==> config.mk <==
export PLATFORM = sky130hd
export DESIGN_NAME = itof_flat
export DESIGN_NICKNAME = d
export VERILOG_FILES = /design/src/rtl/fpu_pkg.sv /design/src/rtl/itof_if.sv /design/src/rtl/itof_lzc32.sv /design/src/rtl/itof.sv /design/src/flat_wrapper.sv
export SDC_FILE = /design/constraint.sdc
export NUM_CORES = 1
export LEC_CHECK = 0
export BUFFER_PORTS_ARGS = -buffer_cell sky130_fd_sc_hd__buf_2
export CAP_MARGIN = 5
export CORE_MARGIN = 4
export CORE_UTILIZATION = 55
export CTS_BUF_LIST = sky130_fd_sc_hd__clkbuf_4
export DETAILED_ROUTE_END_ITERATION = 10
export GPL_ROUTABILITY_DRIVEN = 0
export PLACE_DENSITY = 0.79
export SLEW_MARGIN = 15
export SYNTH_ARGS = -nofsm -noshare
export SYNTH_HDL_FRONTEND = slang
export SYNTH_SLANG_ARGS = --single-unit
==> constraint.sdc <==
create_clock -name clk -period 4.14 [get_ports clk]
set_input_delay 0.621 -clock clk [delete_from_list [all_inputs] [get_ports clk]]
set_output_delay 0.621 -clock clk [all_outputs]
set_load 0.05 [all_outputs]
==> src/rtl/fpu_pkg.sv <==
// Types and constants shared by the FPU conversion units (itof, ftoi).
package fpu_pkg;

  typedef struct packed {
    logic        s;
    logic [7:0]  e;
    logic [22:0] m;
  } float_t;

  localparam int          EXP_BIAS      = 127;
  localparam int          ITOF_EXP_BASE = 158;
  localparam logic [31:0] FPU_ZERO      = 32'h0000_0000;

endpackage

==> src/rtl/itof_if.sv <==
// Operand/result bundle between the FPU issue logic and the itof converter.
interface itof_if #(
  parameter int TAGW = 5
);
  logic            stall;
  logic [31:0]     x;
  logic            valid_in;
  logic            flagin;
  logic [TAGW-1:0] addin;
  logic [31:0]     y;
  logic            valid_out;
  logic            flagout;
  logic [TAGW-1:0] addout;

  modport master (
    output stall, x, valid_in, flagin, addin,
    input  y, valid_out, flagout, addout
  );

  modport slave (
    input  stall, x, valid_in, flagin, addin,
    output y, valid_out, flagout, addout
  );
endinterface

==> src/rtl/itof_lzc32.sv <==
// Combinational 32-bit leading-zero counter; returns 32 for an all-zero input.
module lzc32 (
  input  logic [31:0] a_i,
  output logic [5:0]  lz_o
);
  logic        z16, z8, z4, z2, z1, zero;
  logic [15:0] v16;
  logic [7:0]  v8;
  logic [3:0]  v4;
  logic [1:0]  v2;

  // Each level halves the window, keeping the upper half unless it is empty.
  always_comb begin
    z16  = ~|a_i[31:16];
    v16  = z16 ? a_i[15:0] : a_i[31:16];
    z8   = ~|v16[15:8];
    v8   = z8 ? v16[7:0] : v16[15:8];
    z4   = ~|v8[7:4];
    v4   = z4 ? v8[3:0] : v8[7:4];
    z2   = ~|v4[3:2];
    v2   = z2 ? v4[1:0] : v4[3:2];
    z1   = ~v2[1];
    zero = z1 & ~v2[0];
    lz_o = zero ? 6'd32 : {1'b0, z16, z8, z4, z2, z1};
  end
endmodule

==> src/rtl/itof.sv <==
// Two-stage signed int32 -> IEEE-754 single converter, round-to-nearest-even,
// with issue tags carried in lockstep with the data.
module itof
  import fpu_pkg::*;
#(
  parameter int TAGW = 5
) (
  input  logic   clk,
  input  logic   rst,
  itof_if.slave  io
);

  function automatic float_t round_pack(input logic        s,
                                        input logic [31:0] mag,
                                        input logic [5:0]  lz);
    logic [31:0] n;
    logic        g, rs, up;
    logic [23:0] m_r;
    float_t      f;
    n   = mag << lz;
    g   = n[7];
    rs  = |n[6:0];
    up  = g & (rs | n[8]);
    m_r = {1'b0, n[30:8]} + {23'd0, up};
    f.s = s;
    // A mantissa carry-out leaves m_r[22:0] at zero, so only the exponent moves.
    f.e = 8'(ITOF_EXP_BASE) - {2'b00, lz} + {7'd0, m_r[23]};
    f.m = m_r[22:0];
    if (mag == 32'd0) f = float_t'(FPU_ZERO);
    return f;
  endfunction

  logic            sign_p0;
  logic [31:0]     mag_p0;
  logic [5:0]      lz_p0;

  logic            vld_p1_q;
  logic            sign_p1_q;
  logic [31:0]     mag_p1_q;
  logic [5:0]      lz_p1_q;
  logic            flag_p1_q;
  logic [TAGW-1:0] add_p1_q;

  float_t          res_p1_d;

  logic            vld_p2_q;
  logic [31:0]     y_p2_q;
  logic            flag_p2_q;
  logic [TAGW-1:0] add_p2_q;

  // Stage 0 -> 1: sign/magnitude split and normalisation shift amount.
  // Magnitude fits 32 bits unsigned: 0 - 0x8000_0000 wraps to 2^31 exactly.
  assign sign_p0 = io.x[31];
  assign mag_p0  = sign_p0 ? (32'd0 - io.x) : io.x;

  lzc32 u_lzc (
    .a_i  (mag_p0),
    .lz_o (lz_p0)
  );

  always_ff @(posedge clk or posedge rst) begin
    if (rst)            vld_p1_q <= 1'b0;
    else if (!io.stall) vld_p1_q <= io.valid_in;
  end

  always_ff @(posedge clk) begin
    if (!io.stall) begin
      sign_p1_q <= sign_p0;
      mag_p1_q  <= mag_p0;
      lz_p1_q   <= lz_p0;
      flag_p1_q <= io.flagin;
      add_p1_q  <= io.addin;
    end
  end

  // Stage 1 -> 2: normalise, round, pack into the output registers.
  assign res_p1_d = round_pack(sign_p1_q, mag_p1_q, lz_p1_q);

  always_ff @(posedge clk or posedge rst) begin
    if (rst) begin
      vld_p2_q  <= 1'b0;
      y_p2_q    <= FPU_ZERO;
      flag_p2_q <= 1'b0;
      add_p2_q  <= '0;
    end else if (!io.stall) begin
      vld_p2_q  <= vld_p1_q;
      y_p2_q    <= res_p1_d;
      flag_p2_q <= flag_p1_q;
      add_p2_q  <= add_p1_q;
    end
  end

  assign io.y         = y_p2_q;
  assign io.valid_out = vld_p2_q;
  assign io.flagout   = flag_p2_q;
  assign io.addout    = add_p2_q;

endmodule

==> src/flat_wrapper.sv <==
// flat-port wrapper written by rule: the top's interface ports become plain ports
module itof_flat import fpu_pkg::*;
#(
  parameter int TAGW = 5
)
  (clk, rst, io_stall, io_x, io_valid_in, io_flagin, io_addin, io_y, io_valid_out, io_flagout, io_addout);
  itof_if #(.TAGW(TAGW)) io_i ();
  input  logic clk;
  input  logic rst;
  input wire logic [$bits(io_i.stall)-1:0] io_stall;
  input wire logic [$bits(io_i.x)-1:0] io_x;
  input wire logic [$bits(io_i.valid_in)-1:0] io_valid_in;
  input wire logic [$bits(io_i.flagin)-1:0] io_flagin;
  input wire logic [$bits(io_i.addin)-1:0] io_addin;
  output wire logic [$bits(io_i.y)-1:0] io_y;
  output wire logic [$bits(io_i.valid_out)-1:0] io_valid_out;
  output wire logic [$bits(io_i.flagout)-1:0] io_flagout;
  output wire logic [$bits(io_i.addout)-1:0] io_addout;
  assign io_i.stall = io_stall;
  assign io_i.x = io_x;
  assign io_i.valid_in = io_valid_in;
  assign io_i.flagin = io_flagin;
  assign io_i.addin = io_addin;
  assign io_y = io_i.y;
  assign io_valid_out = io_i.valid_out;
  assign io_flagout = io_i.flagout;
  assign io_addout = io_i.addout;
  itof #(.TAGW(TAGW)) u_core (.clk(clk), .rst(rst), .io(io_i));
endmodule
After elaboration in Yosys (flattened, before gate mapping):

Cells that the tools add are included.

* memories kept: 0
* RAM bits: 0
* output and inout port bits: 39
* bits in registers: 85
* latch bits: 0
* bits of input ports: 42
* logic and storage cells: 38
* memory bits (read-only): 0

* add/subtract/negate cells: 4
* mux-type cells: 7
* equal/unequal tests: 0
* shift-type cells: 1
* multipliers: 0
* order comparisons: 0
* div/mod/pow operators: 0
* bitwise gates (word level): 5
* reduce and logical (&&, ||, !) cells: 10

Operator list (number)
* two-way mux 32 bit: 2
* logical NOT 32 bit: 1
* << shifter 32 x 6 -> 31 bit: 1
* subtractor 1 x 32 -> 32 bit (first input constant): 1
* adder 23 x 1 -> 24 bit: 1
* two-way mux 16 bit: 1
* OR reduction 16 bit: 1
* adder 8 x 1 -> 8 bit: 1
* two-way mux 8 bit: 1
* OR reduction 8 bit: 1
* subtractor 8 x 6 -> 8 bit (first input constant): 1
* OR reduction 7 bit: 1
* two-way mux 6 bit: 1
* logical NOT 1 bit: 4
* two-way mux 4 bit: 1
* OR reduction 4 bit: 1
* AND 1 bit: 2
* two-way mux 2 bit: 1
* inverter 1 bit: 2
* OR reduction 2 bit: 1
* bitwise OR 1 bit: 1

Depth between registers and ports, before layout:

* depth after elaboration: 13
* mapped depth: 16
* depth with buffers taken out: 13

Hierarchy:

From an unflattened synthesis, not the netlist that was laid out.

* cells, all modules: 668
* area total of the unflattened synthesis: 6921.6 um^2

By module, submodules not included
* itof: cells an instance 606, seq. area each 2352.3 um^2, area each 6475.0 um^2, instances 1
* lzc32: cells an instance 62, seq. area each 0.0 um^2, area each 446.7 um^2, instances 1

Least setup slack after synthesis:

Ideal clock, no wire load.

* kind: input -> register
* from: input io_x[6]
* to: register u_core.lz_p1_q[5], data pin
* stages on the path: 13
* arrival time: 4144 ps
* data required time: 3885 ps
* path buffers: 3
* setup time: 255 ps
* slack: -259 ps
* path through: or4_4 -> buf_6 -> or4_1 -> clkbuf_1 -> nor4_1 -> mux2i_1 -> o211ai_2 -> or3_1 -> clkbuf_2 -> or3_1 -> a32o_1 -> a22o_1 -> and2_1

* longest elaborated chain between the ends: 13
* elaborated cells between the ends (all ways): 14
* those cells by class: add/sub (1); mux (6); bitwise (3); reduce/logical (4)

RTL lines
* start, declared: RTL line flat_wrapper.sv:11 `input wire logic [$bits(io_i.x)-1:0] io_x;`
* subtractor 1 x 32 -> 32 bit: RTL line itof.sv:54 `assign mag_p0 = sign_p0 ? (32'd0 - io.x) : io.x;`
* two-way mux 32 bit (*): RTL line itof.sv:54
* OR reduction 16 bit: RTL line itof_lzc32.sv:14 `z16 = ~|a_i[31:16];`
* two-way mux 16 bit (*): RTL line itof_lzc32.sv:15 `v16 = z16 ? a_i[15:0] : a_i[31:16];`
* OR reduction 8 bit: RTL line itof_lzc32.sv:16 `z8 = ~|v16[15:8];`
* two-way mux 8 bit (*): RTL line itof_lzc32.sv:17 `v8 = z8 ? v16[7:0] : v16[15:8];`
* OR reduction 4 bit: RTL line itof_lzc32.sv:18 `z4 = ~|v8[7:4];`
* two-way mux 4 bit (*): RTL line itof_lzc32.sv:19 `v4 = z4 ? v8[3:0] : v8[7:4];`
* OR reduction 2 bit: RTL line itof_lzc32.sv:20 `z2 = ~|v4[3:2];`
* two-way mux 2 bit (*): RTL line itof_lzc32.sv:21 `v2 = z2 ? v4[1:0] : v4[3:2];`
* inverter 1 bit, on equally long branches: RTL line itof_lzc32.sv:22, itof_lzc32.sv:23
* AND 1 bit (*): RTL line itof_lzc32.sv:23 `zero = z1 & ~v2[0];`
* named net u_core.u_lzc.zero: RTL line itof_lzc32.sv:6 `logic z16, z8, z4, z2, z1, zero;`
* two-way mux 6 bit (*): RTL line itof_lzc32.sv:24 `lz_o = zero ? 6'd32 : {1'b0, z16, z8, z4, z2, z1};`
* end signal, assigned: RTL line itof.sv:70 `lz_p1_q <= lz_p0;`
* end, declared: RTL line itof.sv:40 `logic [5:0] lz_p1_q;`

The timed path passes the listed nets; every way through them passes the cells marked *.
A chain may end at the register's enable or synchronous reset.

Final worst setup path:

* from: input io_x[10]
* to: register u_core.lz_p1_q[3], data pin

* longest elaborated chain between the ends: 12
* elaborated cells between the ends (all ways): 14
* those cells by class: add/sub (1); mux (5); bitwise (3); reduce/logical (5)

RTL lines
* subtractor 1 x 32 -> 32 bit (*): RTL line itof.sv:54
* two-way mux 32 bit (*): RTL line itof.sv:54
* named net u_core.mag_p0[28]: RTL line itof.sv:34 `logic [31:0] mag_p0;`
* OR reduction 16 bit: RTL line itof_lzc32.sv:14
* two-way mux 16 bit (*): RTL line itof_lzc32.sv:15
* OR reduction 8 bit: RTL line itof_lzc32.sv:16
* two-way mux 8 bit: RTL line itof_lzc32.sv:17
* OR reduction 4 bit: RTL line itof_lzc32.sv:18
* two-way mux 4 bit: RTL line itof_lzc32.sv:19
* OR reduction 2 bit: RTL line itof_lzc32.sv:20
* two-way mux 2 bit: RTL line itof_lzc32.sv:21
* inverter 1 bit, on equally long branches: RTL line itof_lzc32.sv:22, itof_lzc32.sv:23
* AND 1 bit: RTL line itof_lzc32.sv:23

Marked as above.

==> impl_metrics.csv <==
group,metric,value,unit
clock_network,worstSkewPairLatency,0.44,ns
synth,synth-edff-count,45,
critical_path,rrSetupSlack,0.33,ns
cells_and_area,fin_nets,839,
place,place_ws,-0.295,ns
cells_and_area,layout.cells.non_filler,942,
synth,yosys.area.top_type,"edfxtp_1",
power,power_density,332,nW/µm²
sta,hold_ws,0.263,ns
floorplan,ios,81,
critical_path,reg2reg_from,"u_core.lz_p1_q[1]",
synth,yosys_warnings,0,
job,drv_cap,0,
outcome,outcome,"complete, no violations",
floorplan,die_x,117,µm
cells_and_area,final_core_util,66.7,%
min_path,holdCritPathClass,"input pin to asynchronous set/reset pin",
clock_network,htree_levels,3,
synth,synth_top_area_share,20.6,%
critical_path,worst_path_most_repeated_cell,"buf_4",
place,portBuffers,80,
floorplan,dieArea,13800,µm²
sta,period_share,95.4,%
cells_and_area,mostFrequentLayoutCell,"buf_2",
synth,ys_seq_area_share,35.8,%
synth,synth_top_flop_cell,"edfxtp_1",
floorplan,num_rows,39,
sta,fmax,253,MHz
critical_path,crit_arrival,4.13,ns
critical_path,worstSetupPathType,"input pin to flip-flop",
place,place_hpwl,13.4,mm
synth,synth_cell_types,68,
critical_path,cpPeakStageDelay,0.58,ns
clock_network,clkTransAtPathRegs,0.13,ns
critical_path,crit_chain,"buf_2, or4_4, buf_4, or4_1, o41ai_1, xor2_1, inv_1, nor2_2, and3_1, buf_4, o211ai_1, and2_1, a211oi_2, a21oi_1",
global_routing,antenna_found_initial,1,
sta,rsz0062_at_grt,"no",
global_routing,grt_pass1_wl,28.1,mm
global_routing,first_global_vias,5919,
place,dp_cells,925,
synth,post_synth.cell_area_avg,9.82,µm²
sta,worstMarginPinSlew,0.632,ns
clock_network,cts_max_path_buffers,2,
synth,netlist_instances,669,
sta,slew_headroom,57.4,%
route,via_per_inst,6.36,
critical_path,ff2ff_path_depth,14,
clock_network,postCtsSetupRepairBufs,0,
cells_and_area,drive_gt1_share,31.1,%
clock_network,cts_tree,"done",
route,drt-pass1-iter-count,5,
critical_path,cp_slowest_cell,"or4_1",
sta,setup_viol,0,
floorplan,initial_utilization,56.8,%
synth,synth_area,6570,µm²
sta,setup_tns,0,ns
critical_path,path_max_fanout,10,
power,p_leak,3.13,nW
global_routing,grt_max_degree,47,
clock_network,cts_buffers,9,
synth,yosys_register_bits,85,
clock_network,root_buffer,"clkbuf_4",
sta,fin_crit,3.95,ns
synth,synth_area_leaders,"edfxtp_1 (21%), dfrtp_1 (15%), mux4_2 (12%)",
critical_path,r2r_end,"u_core.io.y[27]",
sta,final.setup_skew,0.0185,ns
cells_and_area,syn_to_final_growth,17.3,%
power,peakVddDrop,0.137,mV
sta,slew_violations,0,
floorplan,fp.coreArea,11600,µm²
route,drt_iter0_drc,420,
synth,synth_fp_nets,715,
critical_path,worstSetupEndpointType,"flip-flop",
clock_network,clock-sinks,85,
sta,fin_ws,0.189,ns
sta,hold_violations,0,
synth,synthArstFlopShare,47.1,%
critical_path,critical_path_required,4.32,ns
floorplan,die_y,117,µm
critical_path,startpoint_type,"input pin",
route,wl_per_cell,18.0,µm
route,ant_nets,0,
route,vias,5994,
global_routing,grt_overflow,0,
global_routing,track_usage,24.6,%
route,drc,0,
cells_and_area,final_cell_mix,"buf_2 (80), buf_4 (78), nand2_1 (75), edfxtp_1 (45), o21ai_0 (41)",
route,postRouteWirelength,16.9,mm
==> through the flow <==
step                power, mW  instance area, µm²
finish                   2.56                7710
CTS                      2.56                7690
global route             2.71                7710
floorplan                1.85                6600
global placement         2.13                7580
detailed placement       2.17                7580
==> final cells by class <==
class	count	area, µm²
antenna	1	2.50
clock buffer	11	82.6
clock inverter	5	26.3
fill	971	3860
inverter	26	97.6
multi-input combinational	512	3960
sequential	85	2350
tap	143	179
timing repair buffer	159	1010
==> logic make-up after synthesis <==
logic type | share of synthesized area, %
XOR/XNOR | 7.20
flip-flops | 35.8
AO/OA/AOI/OAI | 15.7
buffers and inverters | 4.44
AND/OR/NAND/NOR | 18.5
multiplexers | 17.6
adder cells (fa/ha/maj) | 0.762
==> worst max path at each step <==
stage | slack [ns] | start | cells after the start | to
6_report | 0.19 | io_x[10] | 14 | u_core.lz_p1_q[3]
5_1_grt | 0.002 | io_x[10] | 14 | u_core.lz_p1_q[3]
4_1_cts | 0.17 | io_x[10] | 11 | u_core.lz_p1_q[3]
3_5_place_dp | -0.30 | io_x[10] | 11 | u_core.lz_p1_q[3]
3_3_place_gp | -0.15 | io_x[10] | 11 | u_core.lz_p1_q[4]
2_1_floorplan | -0.13 | io_x[6] | 13 | u_core.lz_p1_q[5]
==> sequential cells by signal, indices dropped and copies added, names as in the netlist <==
| signal | count |
|---|---|
| u_core.sign_p1_q | 1 |
| u_core.io.flagout | 1 |
| u_core.io.valid_out | 1 |
| u_core.io.addout | 5 |
| u_core.io.y | 32 |
| u_core.lz_p1_q | 6 |
| u_core.mag_p1_q | 32 |
| u_core.vld_p1_q | 1 |
| u_core.flag_p1_q | 1 |
| u_core.add_p1_q | 5 |
==> synth_stat cells (4+ instances only) <==
cell,number
and2_1,8
a31oi_1,6
nor4_1,18
o21ai_0,42
o31ai_1,10
o211ai_1,6
inv_1,26
a211oi_1,10
nand3_1,18
dfrtp_1,40
buf_2,4
and3_1,9
clkbuf_1,32
or4_1,7
a221oi_1,5
nand4_1,5
mux2_2,14
nand2_1,75
mux4_2,35
ha_1,4
nor4b_1,5
buf_1,7
nand2b_1,5
o41ai_1,11
a21oi_1,11
or2_2,5
or3_1,9
nor3_1,18
xnor2_1,30
edfxtp_1,45
mux2i_1,21
a22o_1,5
o31a_1,4
nor2_1,39
a22oi_1,5
xor2_1,24
a31o_2,4
==> layer usage <==
layer	GRT usage (%)	vias up	part of all wire (%)
met1	29.6	2802	39
met3	3.85	83	6.1
li1	-	2811	-
met5	0	-	0
met4	14.4	0	5.5
met2	41.7	298	49
==> where the power goes <==
part / switching, mW / internal (mW)
registers: 0.0789 / 1.00
clock network: 0.263 / 0.133
logic: 0.651 / 0.432
==> repair_timing <==
item,CTS,global route
endpoints found under the setup margin,0,2
hold buffers,0,0
resized for setup,0,3
==> worst max-delay path, delay by kind of cell <==
kind / cells / cell delay (ns)
compound gates: 4 / 1.04
buf+inv: 4 / 0.56
simple gates: 5 / 1.65
xor+xnor: 1 / 0.24
Power figures use the tool's default switching activity.
